<file path="src/rtl/br_seq_if.sv">
// -----------------------------------------------------------------------------
// br_seq_if -- bundle of all br_seq channels except clock and reset.
//
// Signals
//   req_valid/req_ready, req_rs, req_rt : operand-read request channel
//   rsp_valid/rsp_ready, rsp_a, rsp_b   : operand response channel
//   wb_valid/wb_ready, wb_addr, wb_data : write-back request channel
//   ra1, ra2, wa, rw, din, dr1, dr2     : register-file port (dr1/dr2 are
//                                         combinational read data)
//   busy                                : sequencer activity flag
//
// Modports
//   slave  : the br_seq sequencer itself
//   master : the surrounding environment (requester, response sink,
//            write-back source and the register file)
// -----------------------------------------------------------------------------
interface br_seq_if;
  logic        req_valid;
  logic        req_ready;
  logic [4:0]  req_rs;
  logic [4:0]  req_rt;

  logic        rsp_valid;
  logic        rsp_ready;
  logic [31:0] rsp_a;
  logic [31:0] rsp_b;

  logic        wb_valid;
  logic        wb_ready;
  logic [4:0]  wb_addr;
  logic [31:0] wb_data;

  logic [4:0]  ra1;
  logic [4:0]  ra2;
  logic [4:0]  wa;
  logic        rw;
  logic [31:0] din;
  logic [31:0] dr1;
  logic [31:0] dr2;

  logic        busy;

  modport slave (
    input  req_valid, req_rs, req_rt, rsp_ready, wb_valid, wb_addr, wb_data,
           dr1, dr2,
    output req_ready, rsp_valid, rsp_a, rsp_b, wb_ready, ra1, ra2, wa, rw,
           din, busy
  );

  modport master (
    output req_valid, req_rs, req_rt, rsp_ready, wb_valid, wb_addr, wb_data,
           dr1, dr2,
    input  req_ready, rsp_valid, rsp_a, rsp_b, wb_ready, ra1, ra2, wa, rw,
           din, busy
  );
endinterface

</file>
<file path="src/rtl/br_seq.sv">
// -----------------------------------------------------------------------------
// br_seq -- register-file read/write-back sequencer.
//
// Accepts operand-read requests (two register addresses), reads both operands
// from an external register file with combinational read data, and returns
// them on a response channel. Write-backs pass through a one-entry buffer and
// are committed to the register file whenever the read FSM is not in READ.
//
// Ports
//   clk   : single clock, rising edge
//   rst_n : synchronous active-low reset
//   bus   : br_seq_if.slave (request, response, write-back, reg-file, busy)
//
// Build option
//   BR_SEQ_ZERO_REG_EN : when defined, register 0 reads as zero and
//                        write-backs to address 0 are accepted but dropped.
//
// Read FSM
//   state | meaning
//   IDLE  | waiting for a read request; write buffer may drain
//   READ  | ra1/ra2 applied, operands captured at the edge leaving this state
//   HOLD  | response presented, waiting for rsp_ready
// -----------------------------------------------------------------------------
module br_seq (
  input  logic    clk,
  input  logic    rst_n,
  br_seq_if.slave bus
);

  typedef enum logic [1:0] {
    IDLE = 2'd0,
    READ = 2'd1,
    HOLD = 2'd2
  } state_e;

  state_e      state_q, state_d;

  logic        wbuf_v_q, wbuf_v_d;
  logic [4:0]  wbuf_addr_q, wbuf_addr_d;
  logic [31:0] wbuf_data_q, wbuf_data_d;

  logic [4:0]  ra1_q, ra1_d;
  logic [4:0]  ra2_q, ra2_d;

  logic        rsp_valid_q, rsp_valid_d;
  logic [31:0] rsp_a_q, rsp_a_d;
  logic [31:0] rsp_b_q, rsp_b_d;

  // Set while a read has been waiting in IDLE; lets that read win over a
  // new write-back once the buffer is empty, so a write stream cannot
  // starve reads.
  logic        rd_pri_q, rd_pri_d;

  logic        req_ready;
  logic        wb_ready;
  logic        rw;
  logic        busy;
  logic        req_acc;
  logic        wb_acc;
  logic        rsp_hs;
  logic        wb_keep;
  logic [31:0] rd_a;
  logic [31:0] rd_b;

  // ---------------------------------------------------------------------------
  // State register
  // ---------------------------------------------------------------------------
  always_ff @(posedge clk) begin
    if (!rst_n) begin
      state_q <= IDLE;
    end else begin
      state_q <= state_d;
    end
  end

  // ---------------------------------------------------------------------------
  // Next-state logic
  // ---------------------------------------------------------------------------
  always_comb begin
    state_d = state_q;
    case (state_q)
      IDLE:    if (req_acc) state_d = READ;
      READ:    state_d = HOLD;
      HOLD:    if (rsp_hs) state_d = IDLE;
      default: state_d = IDLE;
    endcase
  end

  // ---------------------------------------------------------------------------
  // FSM outputs
  // ---------------------------------------------------------------------------
  always_comb begin
    // A write-back offered together with a fresh read goes first, so the
    // read observes it; a read that has already waited takes priority.
    req_ready = (state_q == IDLE) && !wbuf_v_q && !(bus.wb_valid && !rd_pri_q);
    // Gated by rst_n so a buffered write is dropped at the reset edge.
    rw        = wbuf_v_q && (state_q != READ) && rst_n;
    // A waiting read lets the buffer drain but blocks its refill.
    wb_ready  = !wbuf_v_q || (rw && !((state_q == IDLE) && bus.req_valid));
    busy      = (state_q != IDLE) || wbuf_v_q;
  end

  assign req_acc = bus.req_valid && req_ready;
  assign wb_acc  = bus.wb_valid && wb_ready;
  assign rsp_hs  = rsp_valid_q && bus.rsp_ready;

`ifdef BR_SEQ_ZERO_REG_EN
  assign wb_keep = (bus.wb_addr != 5'd0);
  assign rd_a    = (ra1_q == 5'd0) ? 32'd0 : bus.dr1;
  assign rd_b    = (ra2_q == 5'd0) ? 32'd0 : bus.dr2;
`else
  assign wb_keep = 1'b1;
  assign rd_a    = bus.dr1;
  assign rd_b    = bus.dr2;
`endif

  // ---------------------------------------------------------------------------
  // Datapath next-state
  // ---------------------------------------------------------------------------
  always_comb begin
    ra1_d       = ra1_q;
    ra2_d       = ra2_q;
    rsp_valid_d = rsp_valid_q;
    rsp_a_d     = rsp_a_q;
    rsp_b_d     = rsp_b_q;
    wbuf_v_d    = wbuf_v_q;
    wbuf_addr_d = wbuf_addr_q;
    wbuf_data_d = wbuf_data_q;
    rd_pri_d    = (state_q == IDLE) && bus.req_valid && !req_acc;

    if (req_acc) begin
      ra1_d = bus.req_rs;
      ra2_d = bus.req_rt;
    end

    if (state_q == READ) begin
      rsp_valid_d = 1'b1;
      rsp_a_d     = rd_a;
      rsp_b_d     = rd_b;
    end else if (rsp_hs) begin
      rsp_valid_d = 1'b0;
    end

    // Drain and reload can coincide; the reload wins.
    if (rw) begin
      wbuf_v_d = 1'b0;
    end
    if (wb_acc && wb_keep) begin
      wbuf_v_d    = 1'b1;
      wbuf_addr_d = bus.wb_addr;
      wbuf_data_d = bus.wb_data;
    end
  end

  // ---------------------------------------------------------------------------
  // Datapath registers
  // ---------------------------------------------------------------------------
  always_ff @(posedge clk) begin
    if (!rst_n) begin
      ra1_q       <= 5'd0;
      ra2_q       <= 5'd0;
      rsp_valid_q <= 1'b0;
      rsp_a_q     <= 32'd0;
      rsp_b_q     <= 32'd0;
      wbuf_v_q    <= 1'b0;
      wbuf_addr_q <= 5'd0;
      wbuf_data_q <= 32'd0;
      rd_pri_q    <= 1'b0;
    end else begin
      ra1_q       <= ra1_d;
      ra2_q       <= ra2_d;
      rsp_valid_q <= rsp_valid_d;
      rsp_a_q     <= rsp_a_d;
      rsp_b_q     <= rsp_b_d;
      wbuf_v_q    <= wbuf_v_d;
      wbuf_addr_q <= wbuf_addr_d;
      wbuf_data_q <= wbuf_data_d;
      rd_pri_q    <= rd_pri_d;
    end
  end

  // ---------------------------------------------------------------------------
  // Port drive
  // ---------------------------------------------------------------------------
  assign bus.req_ready = req_ready;
  assign bus.wb_ready  = wb_ready;
  assign bus.rw        = rw;
  assign bus.busy      = busy;
  assign bus.rsp_valid = rsp_valid_q;
  assign bus.rsp_a     = rsp_a_q;
  assign bus.rsp_b     = rsp_b_q;
  assign bus.ra1       = ra1_q;
  assign bus.ra2       = ra2_q;
  assign bus.wa        = wbuf_addr_q;
  assign bus.din       = wbuf_data_q;

endmodule

</file>
<file path="src/flat_wrapper.sv">
// flat-port wrapper written by rule: the top's interface ports become plain ports
module br_seq_flat 
  (clk, rst_n, bus_req_valid, bus_req_rs, bus_req_rt, bus_rsp_ready, bus_wb_valid, bus_wb_addr, bus_wb_data, bus_dr1, bus_dr2, bus_req_ready, bus_rsp_valid, bus_rsp_a, bus_rsp_b, bus_wb_ready, bus_ra1, bus_ra2, bus_wa, bus_rw, bus_din, bus_busy);
  br_seq_if bus_i ();
  input  logic clk;
  input  logic rst_n;
  input wire logic [$bits(bus_i.req_valid)-1:0] bus_req_valid;
  input wire logic [$bits(bus_i.req_rs)-1:0] bus_req_rs;
  input wire logic [$bits(bus_i.req_rt)-1:0] bus_req_rt;
  input wire logic [$bits(bus_i.rsp_ready)-1:0] bus_rsp_ready;
  input wire logic [$bits(bus_i.wb_valid)-1:0] bus_wb_valid;
  input wire logic [$bits(bus_i.wb_addr)-1:0] bus_wb_addr;
  input wire logic [$bits(bus_i.wb_data)-1:0] bus_wb_data;
  input wire logic [$bits(bus_i.dr1)-1:0] bus_dr1;
  input wire logic [$bits(bus_i.dr2)-1:0] bus_dr2;
  output wire logic [$bits(bus_i.req_ready)-1:0] bus_req_ready;
  output wire logic [$bits(bus_i.rsp_valid)-1:0] bus_rsp_valid;
  output wire logic [$bits(bus_i.rsp_a)-1:0] bus_rsp_a;
  output wire logic [$bits(bus_i.rsp_b)-1:0] bus_rsp_b;
  output wire logic [$bits(bus_i.wb_ready)-1:0] bus_wb_ready;
  output wire logic [$bits(bus_i.ra1)-1:0] bus_ra1;
  output wire logic [$bits(bus_i.ra2)-1:0] bus_ra2;
  output wire logic [$bits(bus_i.wa)-1:0] bus_wa;
  output wire logic [$bits(bus_i.rw)-1:0] bus_rw;
  output wire logic [$bits(bus_i.din)-1:0] bus_din;
  output wire logic [$bits(bus_i.busy)-1:0] bus_busy;
  assign bus_i.req_valid = bus_req_valid;
  assign bus_i.req_rs = bus_req_rs;
  assign bus_i.req_rt = bus_req_rt;
  assign bus_i.rsp_ready = bus_rsp_ready;
  assign bus_i.wb_valid = bus_wb_valid;
  assign bus_i.wb_addr = bus_wb_addr;
  assign bus_i.wb_data = bus_wb_data;
  assign bus_i.dr1 = bus_dr1;
  assign bus_i.dr2 = bus_dr2;
  assign bus_req_ready = bus_i.req_ready;
  assign bus_rsp_valid = bus_i.rsp_valid;
  assign bus_rsp_a = bus_i.rsp_a;
  assign bus_rsp_b = bus_i.rsp_b;
  assign bus_wb_ready = bus_i.wb_ready;
  assign bus_ra1 = bus_i.ra1;
  assign bus_ra2 = bus_i.ra2;
  assign bus_wa = bus_i.wa;
  assign bus_rw = bus_i.rw;
  assign bus_din = bus_i.din;
  assign bus_busy = bus_i.busy;
  br_seq u_core (.clk(clk), .rst_n(rst_n), .bus(bus_i));
endmodule
</file>
<file path="config.mk">
export PLATFORM = sky130hd
export DESIGN_NAME = br_seq_flat
export DESIGN_NICKNAME = d
export VERILOG_FILES = /design/src/rtl/br_seq_if.sv /design/src/rtl/br_seq.sv /design/src/flat_wrapper.sv
export SDC_FILE = /design/constraint.sdc
export NUM_CORES = 1
export LEC_CHECK = 0
export BUFFER_PORTS_ARGS = -buffer_cell sky130_fd_sc_hd__buf_2
export CAP_MARGIN = 20
export CORE_ASPECT_RATIO = 0.75
export CORE_UTILIZATION = 25
export CTS_CLUSTER_SIZE = 12
export DETAILED_ROUTE_END_ITERATION = 6
export PLACE_DENSITY_LB_ADDON = 0.05
export SLEW_MARGIN = 25
export SYNTH_ARGS = -nofsm -noshare
export SYNTH_HDL_FRONTEND = slang
export SYNTH_SLANG_ARGS = --single-unit
</file>
<file path="constraint.sdc">
create_clock -name clk -period 1.6 [get_ports clk]
set_input_delay 0 -clock clk [delete_from_list [all_inputs] [get_ports clk]]
set_output_delay 0 -clock clk [all_outputs]
set_load 0.1 [all_outputs]
</file>
Yosys cells after proc, flatten, opt, wreduce, memory -nomap -nowiden --
Index checks and enable logic that the tools add are counted.
Storage, ports and cells: bits in latches 0, ROM bits 0, bits in writable memories 0, memories 0, input port bits 116, bits in registers 116
Operators by class: add/sub/neg operators 0, div/mod/pow operators 0, shifts and indexed selects 0, muxes and demuxes 7, $lt $le $gt $ge 0, eq/ne operators 5, multiply operators 0, bitwise gates (word level) 0, reduce and logical (&&, ||, !) cells 23
Operator list (count):
- logical AND 1 bit | 11
- inequality test 2 x 1 -> 1 bit, second input constant | 3
- case mux 2 bit (3 select lines) | 1
- nonzero test 2 bit | 3
- logical NOT 1 bit | 5
- two-way mux 1 bit | 4
- two-way mux 2 bit | 2
- equality test 2 x 1 -> 1 bit, second input constant | 1
- equality test 2 bit, second input constant | 1
- logical NOT 2 bit | 1
- logical OR 1 bit | 2
- AND reduction 2 bit | 1

Logic depth before layout (Yosys ltp) --
Gate-level depths: netlist of run 1.
depth after elaboration 7, depth in mapped cells 5, gate-level depth less buffers 3

Worst setup path after synthesis of run 1 --
OpenSTA, ideal clock, no wires.
kind flip-flop to flip-flop, start register u_core.state_q[1], end register u_core.rd_pri_q, setup slack -0.926 ns, clock period less this slack 2.526 ns, cell stages (with the launch flop) 4, buffers on the path 0, arrival 2.340 ns, cells stage by stage dfxtp_1 -> or3_4 -> nor2_1 -> nor2_1
Between the ends: cells in the longest elaborated chain, start to end 6
Ends and longest elaborated chain:
- from (decl) | line br_seq.sv:36 | state_e state_q, state_d;
- from (signal assigned) | line br_seq.sv:72 | state_q <= state_d;
- logical NOT 2 bit | line br_seq.sv:95 | req_ready = (state_q == IDLE) && !wbuf_v_q && !(bus.wb_valid && !rd_pri_q);
- logical AND 1 bit (2 in a row) | line br_seq.sv:95
- net bus_req_ready | line flat_wrapper.sv:16 | output wire logic [$bits(bus_i.req_ready)-1:0] bus_req_ready;
- logical AND 1 bit | line br_seq.sv:103 | assign req_acc = bus.req_valid && req_ready;
- logical NOT 1 bit | line br_seq.sv:129 | rd_pri_d = (state_q == IDLE) && bus.req_valid && !req_acc;
- logical AND 1 bit | line br_seq.sv:129
- to (signal assigned) | line br_seq.sv:178 | rd_pri_q <= rd_pri_d;
- to (decl) | line br_seq.sv:52 | logic rd_pri_q, rd_pri_d;
The timed path passes the listed nets, and every way through them passes these cells. A chain may end at the register's enable or synchronous reset.

Final worst setup path of run 1 --
start register u_core.state_q[1], end output bus_req_ready
Between the ends: cells in the longest elaborated chain, start to end 3
Ends and longest elaborated chain (line):
- logical NOT 2 bit | br_seq.sv:95
- logical AND 1 bit (2 in a row) | br_seq.sv:95
- to (decl) | flat_wrapper.sv:16
No other way between the ends.

==> metrics.md, run 1 <==
| Metric | Value |
|---|---|
| Slew margin rel. | `66.08%` |
| CTS H-tree lvls | `4` |
| Core area | `0.01708 mm^2` |
| DP HPWL | `8.922 mm` |
| Post-Layout Cell Count | `1105` |
| Crit Path Class | `reg -> out` |
| Vias/cell | `4.082` |
| Syn Std Cell Area | `0.004447 mm^2` |
| Starting DRT DRC Count | `203` |
| Antenna violations before repair | `0` |
| Remaining antenna violation count | `0` |
| Gate Count Post-Synth | `510` |
| DR WL/cell | `12.16 um` |
| Number of synthesized flops with an enable pin | `0` |
| HP Class | `in -> reg` |
| Clk_skew | `0.007662 ns` |
| Largest net degree at the start of global routing | `75` |
| Pwr/cell area | `1146 mW/mm^2` |
| RSZ-0062 raised after global routing | `false` |
| Final min period | `1.507 ns` |
| Status | `completed` |
| Sink Count | `116` |
| Area growth syn-to-layout | `72.99%` |
| First-pass GRT wire length | `21.78 mm` |
| Placer Congestion | `0.7508` |
| Seq cells post-synth | `116` |
| ANT cells | `0` |
| Placed Cells | `952` |
| Via count | `4511` |
| Worst slew pin tran | `0.5123 ns` |
| Post-DP Area | `0.005916 mm^2` |
| Finished Cell Area | `0.007692 mm^2` |
| CP Launch Type | `flip-flop` |
| Largest fanout on the critical path | `7` |
| Period utilization | `94.16%` |
| Max Fclk | `0.6638 GHz` |
| Area contributors post-synth | `dfxtp_1 52%, nand2_1 19%, a21boi_0 11%` |
| Ys async rst share | `0%` |
| Layout cells sized above 1 | `32.22%` |
| DR DRC count | `0` |
| Residual overflow from global routing | `0` |
| Count of final setup violators | `0` |
| Tot GR Track Use | `15.01%` |
| Utilization after layout | `45.03%` |
| Die Ht | `117.5 um` |
| Register area share after synthesis | `52.22%` |
| Synth warn | `0` |
| Final Power | `8813 uW` |
| Top_reg_cell synth | `dfxtp_1` |
| Number of iterations in the first detailed-routing pass | `4` |
| Latest clock arrival within the worst-skew pair | `0.40 ns` |
| Final Net Count | `972` |
| Die X | `156 um` |
| Top cell type's share of synthesized area | `52.22%` |
| CTS tree | `done` |
| Max Buffers Root-to-Sink | `2` |
| Root buffer cell | `clkbuf_16` |
| Worst Setup End Kind | `output port` |
| Die area | `0.01833 mm^2` |
| Syn nets | `626` |
| Post-synth top area cell | `dfxtp_1` |
| Reg clk slew, reported paths | `0.06 ns` |
| R2R Setup Slk | `0.11 ns` |
| Crit path required time | `1.60 ns` |
| Vias in the first global route | `4469` |
| Setup TNS | `0 ns` |
| Peak VDD IR | `0.5629 mV` |
| PortBufs | `231` |
| Leakage power | `0.003523 uW` |
| Core Rows | `41` |
| Max_cap viols | `0` |
| Ports | `232` |
| Average size of a mapped cell | `8.719 um^2` |
| Yosys cell types | `22` |
| DRT Wirelength | `13.43 mm` |
| Count leader, synth | `nand2_1` |
| Arrival time worst endpoint | `1.51 ns` |
| Num CTS Buffers | `17` |
| Synth top cells by count | `223 x nand2_1, 116 x dfxtp_1, 65 x a21boi_0` |
| Initial Util | `26.03%` |
| Final Hold Fails | `0` |
| Slew Viols, Final | `0` |
## cell families (layout without fill, tap and decap cells)
kind of cell,Yosys count,after routing,share of synthesized area (%)
muxes,47,47,10.58
and+or+nand+nor,238,238,20.93
AOI/OAI and AO/OA,70,70,11.82
DFF,116,116,52.22
buffers and inverters,39,398,4.446
## cell usage in the layout (no fill, tap or decap), types with 2 or more instances in the layout
master | netlist | layout
dlygate4sd3_1 | 0 | 120
a21boi_0 | 65 | 65
mux2i_1 | 47 | 47
dfxtp_1 | 116 | 115
nor2b_1 | 3 | 2
inv_1 | 2 | 2
clkinv_2 | 0 | 5
buf_2 | 11 | 227
bufinv_16 | 0 | 2
buf_4 | 0 | 10
clkbuf_16 | 0 | 17
nor2_1 | 4 | 3
nand2_1 | 223 | 223
clkbuf_1 | 21 | 4
buf_12 | 0 | 7
clkinvlp_4 | 0 | 3
## timing repair
action	in CTS	in global routing
hold buffers	120	0
pin swaps	0	1
buffers inserted	0	1
hold endpoints to repair	116	0
endpoints found under the setup margin	1	2
gates resized for setup	2	0
## metal layers
layer	vias up	wire [um]	track usage, %
li1	2335	-	-
met1	2038	5966	17.46
met2	122	6420	25.33
met3	16	861	5.118
met4	0	185	5.515
met5	-	0	0
## cell type report
cell class | count | area [um^2]
clock buffers | 22 | 454.2
flip-flops and latches | 116 | 2323
repair buffers | 364 | 2552
clock inverters | 10 | 107.6
fillers | 1660 | 9390
well taps | 236 | 295.3
inverters | 2 | 7.507
multi-input cells | 355 | 1952
## worst max-delay path, cell delays in order, from the launching register on
cell and delay, ns:
dfxtp_2 0.34, or3_4 0.43, nor2_4 0.15, buf_12 0.19
## per-stage QoR
step	setup slack, ns	hold WS, ns
6_report	0.09341	0.3877
5_1_grt	0.01474	0.3723
4_1_cts	0.02988	0.3599
3_5_place_dp	0.1189	0.2570
3_3_place_gp	0.1422	0.2478
2_1_floorplan	-0.09417	0.1422
## path summary, 6_finish.rpt
| check | from | end | cells after the start |
|---|---|---|---|
| setup reg to reg | u_core.state_q[0] | u_core.state_q[0] | 5 |
| hold / removal | bus_wb_addr[0] | u_core.bus.wa[0] | 4 |
| hold reg to reg | u_core.bus.ra2[1] | u_core.bus.ra2[1] | 2 |
| setup / recovery | u_core.state_q[1] | bus_req_ready | 3 |
## state kept, by name (all words and copies together) (netlist names)
name                  cells
u_core.bus.din           32
u_core.bus.ra1            5
u_core.bus.ra2            5
u_core.bus.rsp_a         32
u_core.bus.rsp_b         32
u_core.bus.rsp_valid      1
u_core.bus.wa             5
u_core.rd_pri_q           1
u_core.state_q            2
u_core.wbuf_v_q           1
## where the power goes
group	leakage (uW)	internal, uW	switching (uW)
Sequential	0.000947	3040	72.1
Combinational	0.00231	596	1480
Clock	0.000270	2320	1310
No activity file was read; power rests on OpenSTA's default activity.
==> inputs of run 2 (changes only) <==
CTS_BUF_LIST = sky130_fd_sc_hd__clkbuf_4   (was not set)
==> metrics.md, run 2 (same netlist as run 1, synthesis figures left out) <==
| Metric | Value |
|---|---|
| Area growth syn-to-layout | `67.70%` |
| Combinational share of power | `28.9%` |
| WHS Endpoint | `u_core.bus.rsp_b[26]` |
| Commonest non-fill, non-tap cell in the layout | `buf_2` |
| Crit Path Class | `reg -> out` |
| Starting DRT DRC Count | `171` |
| Final Hold Fails | `0` |
| HP Class | `in -> reg` |
| Latest clock arrival within the worst-skew pair | `0.52 ns` |
| Post-DP Area | `0.005916 mm^2` |
| ANT cells | `0` |
| Slew Viols, Final | `0` |
| Root buffer cell | `clkbuf_4` |
| Clk_skew | `0.01705 ns` |
| Layout cells sized above 1 | `33.10%` |
| Utilization after layout | `43.65%` |
| Largest net degree at the start of global routing | `75` |
| RR Startpoint | `u_core.wbuf_v_q` |
| Final Power | `7298 uW` |
| NetSw | `2678 uW` |
| Count of final setup violators | `1` |
| Worst Setup End Kind | `output port` |
| Residual overflow from global routing | `0` |
| Max Fclk | `0.6159 GHz` |
| R2R Setup Slk | `0 ns` |
| CTS H-tree lvls | `4` |
| Dpl ws | `0.1189 ns` |
| Num CTS Buffers | `17` |
| Ports | `232` |
| Vias/cell | `4.077` |
| CP Launch Type | `flip-flop` |
| DRT Wirelength | `13.49 mm` |
| Slew margin rel. | `66.08%` |
| Commonest non-fill, non-tap cells in the layout | `226 x buf_2, 223 x nand2_1, 120 x dlygate4sd3_1, 113 x dfxtp_1, 65 x a21boi_0` |
| DR WL/cell | `12.16 um` |
| Vias in the first global route | `4473` |
| Hold Slack | `0.2583 ns` |
| PortBufs | `231` |
| Die X | `156 um` |
| Tot GR Track Use | `14.99%` |
| Reg2Reg Depth | `5` |
| Leakage power | `0.003427 uW` |
| Largest fanout on the critical path | `3` |
| Clock network power share | `28.6%` |
| Via count | `4521` |
| RSZ-0062 raised after global routing | `true` |
| Remaining antenna violation count | `0` |
| Core area | `0.01708 mm^2` |
| Pint | `4619 uW` |
| Core Rows | `41` |
| Number of iterations in the first detailed-routing pass | `4` |
| Finished Cell Area | `0.007457 mm^2` |
| Placer Congestion | `0.7508` |
| Final min period | `1.624 ns` |
| Period utilization | `101.5%` |
| Crit path required time | `1.60 ns` |
| Pwr/cell area | `978.6 mW/mm^2` |
| Min-delay src | `bus_dr2[26]` |
| DP HPWL | `8.922 mm` |
| CTS tree | `done` |
| Sw frac | `36.70%` |
| First-pass GRT wire length | `21.67 mm` |
| Reg clk slew, reported paths | `0.11 ns` |
| Sequential power share | `42.5%` |
| Max Buffers Root-to-Sink | `2` |
| Fill count | `1687` |
| Worst slew pin tran | `0.5124 ns` |
| Die area | `0.01833 mm^2` |
| Reg-to-Reg End | `u_core.bus.ra1[1]` |
| Failing checks | `setup timing` |
| Antenna violations before repair | `0` |
| Peak VDD IR | `0.5533 mV` |
| Initial Util | `26.03%` |
| Final Net Count | `976` |
| Die Ht | `117.5 um` |
| Final WS setup | `-0.02364 ns` |
| Max_cap viols | `0` |
| Status | `finished, violations left` |
| Arrival time worst endpoint | `1.62 ns` |
| Sink Count | `116` |
| Hold-critical path depth | `4` |
| DR DRC count | `0` |
[run 2: cell types whose count changed in the layout (fill, tap and decap cells not counted), moves of 2 or more]
cell | previous run | this run
dfxtp_1 | 115 | 113
clkbuf_1 | 4 | 0
clkbuf_4 | 0 | 22
clkbuf_16 | 17 | 0
buf_6 | 0 | 2
dfxtp_4 | 0 | 2
buf_4 | 10 | 12
[run 2: area by class of cell]
class / count / area, um^2 / area share (%)
Multi-Input combinational cell: 355 / 1962 / 26.31
Clock buffer: 21 / 157.7 / 2.114
Sequential cell: 116 / 2331 / 31.26
Inverter: 2 / 7.507 / 0.1007
Timing Repair Buffer: 368 / 2592 / 34.77
Tap cell: 236 / 295.3 / 3.960
Clock inverter: 11 / 111.4 / 1.493
[run 2: power by group through the flow]
stage / Combinational, uW / Sequential (uW) / Clock, uW
final: 2110 / 3100 / 2090
after global routing: 2220 / 3120 / 2360
after CTS: 2110 / 3100 / 2190
after detailed placement: 1860 / 3170 / 0
after global placement: 1850 / 3170 / 0
after floorplan: 441 / 4170 / 0
[run 2: worst max-delay path, stage by stage (launching register included)]
cell and delay, ns:
dfxtp_4 0.36, or3_4 0.41, nor2_4 0.15, buf_12 0.19
[run 2: timing repair]
item,4_1_cts,5_1_grt
gates cloned,0,1
endpoints found under the hold margin,116,0
buffers inserted,4,0
pin swaps,2,1
hold buffers,120,0
resized for setup,7,7
endpoints found under the setup margin,3,13
[run 2: worst max-delay path by stage]
stage / to / from
4_1_cts: bus_req_ready / u_core.wbuf_v_q
6_report: bus_req_ready / u_core.wbuf_v_q
2_1_floorplan: u_core.rd_pri_q / u_core.state_q[1]
3_5_place_dp: u_core.bus.ra1[2] / u_core.state_q[1]
3_3_place_gp: u_core.bus.ra1[1] / u_core.state_q[1]
5_1_grt: bus_req_ready / u_core.wbuf_v_q
[run 2: stage by stage]
stage	cells	TNS, ns
global placement	952	0
global route	1109	-0.9648
CTS	1108	-0.1018
detailed placement	952	0
finish	1109	-0.02364
floorplan	510	-0.09417
[run 2: routing by layer]
layer	global-route usage, %	routed length, um	vias up
li1	-	-	2344
met1	17.35	5965	2043
met5	0	0	-
met2	25.22	6417	120
met4	4.596	174	0
met3	5.891	928	14
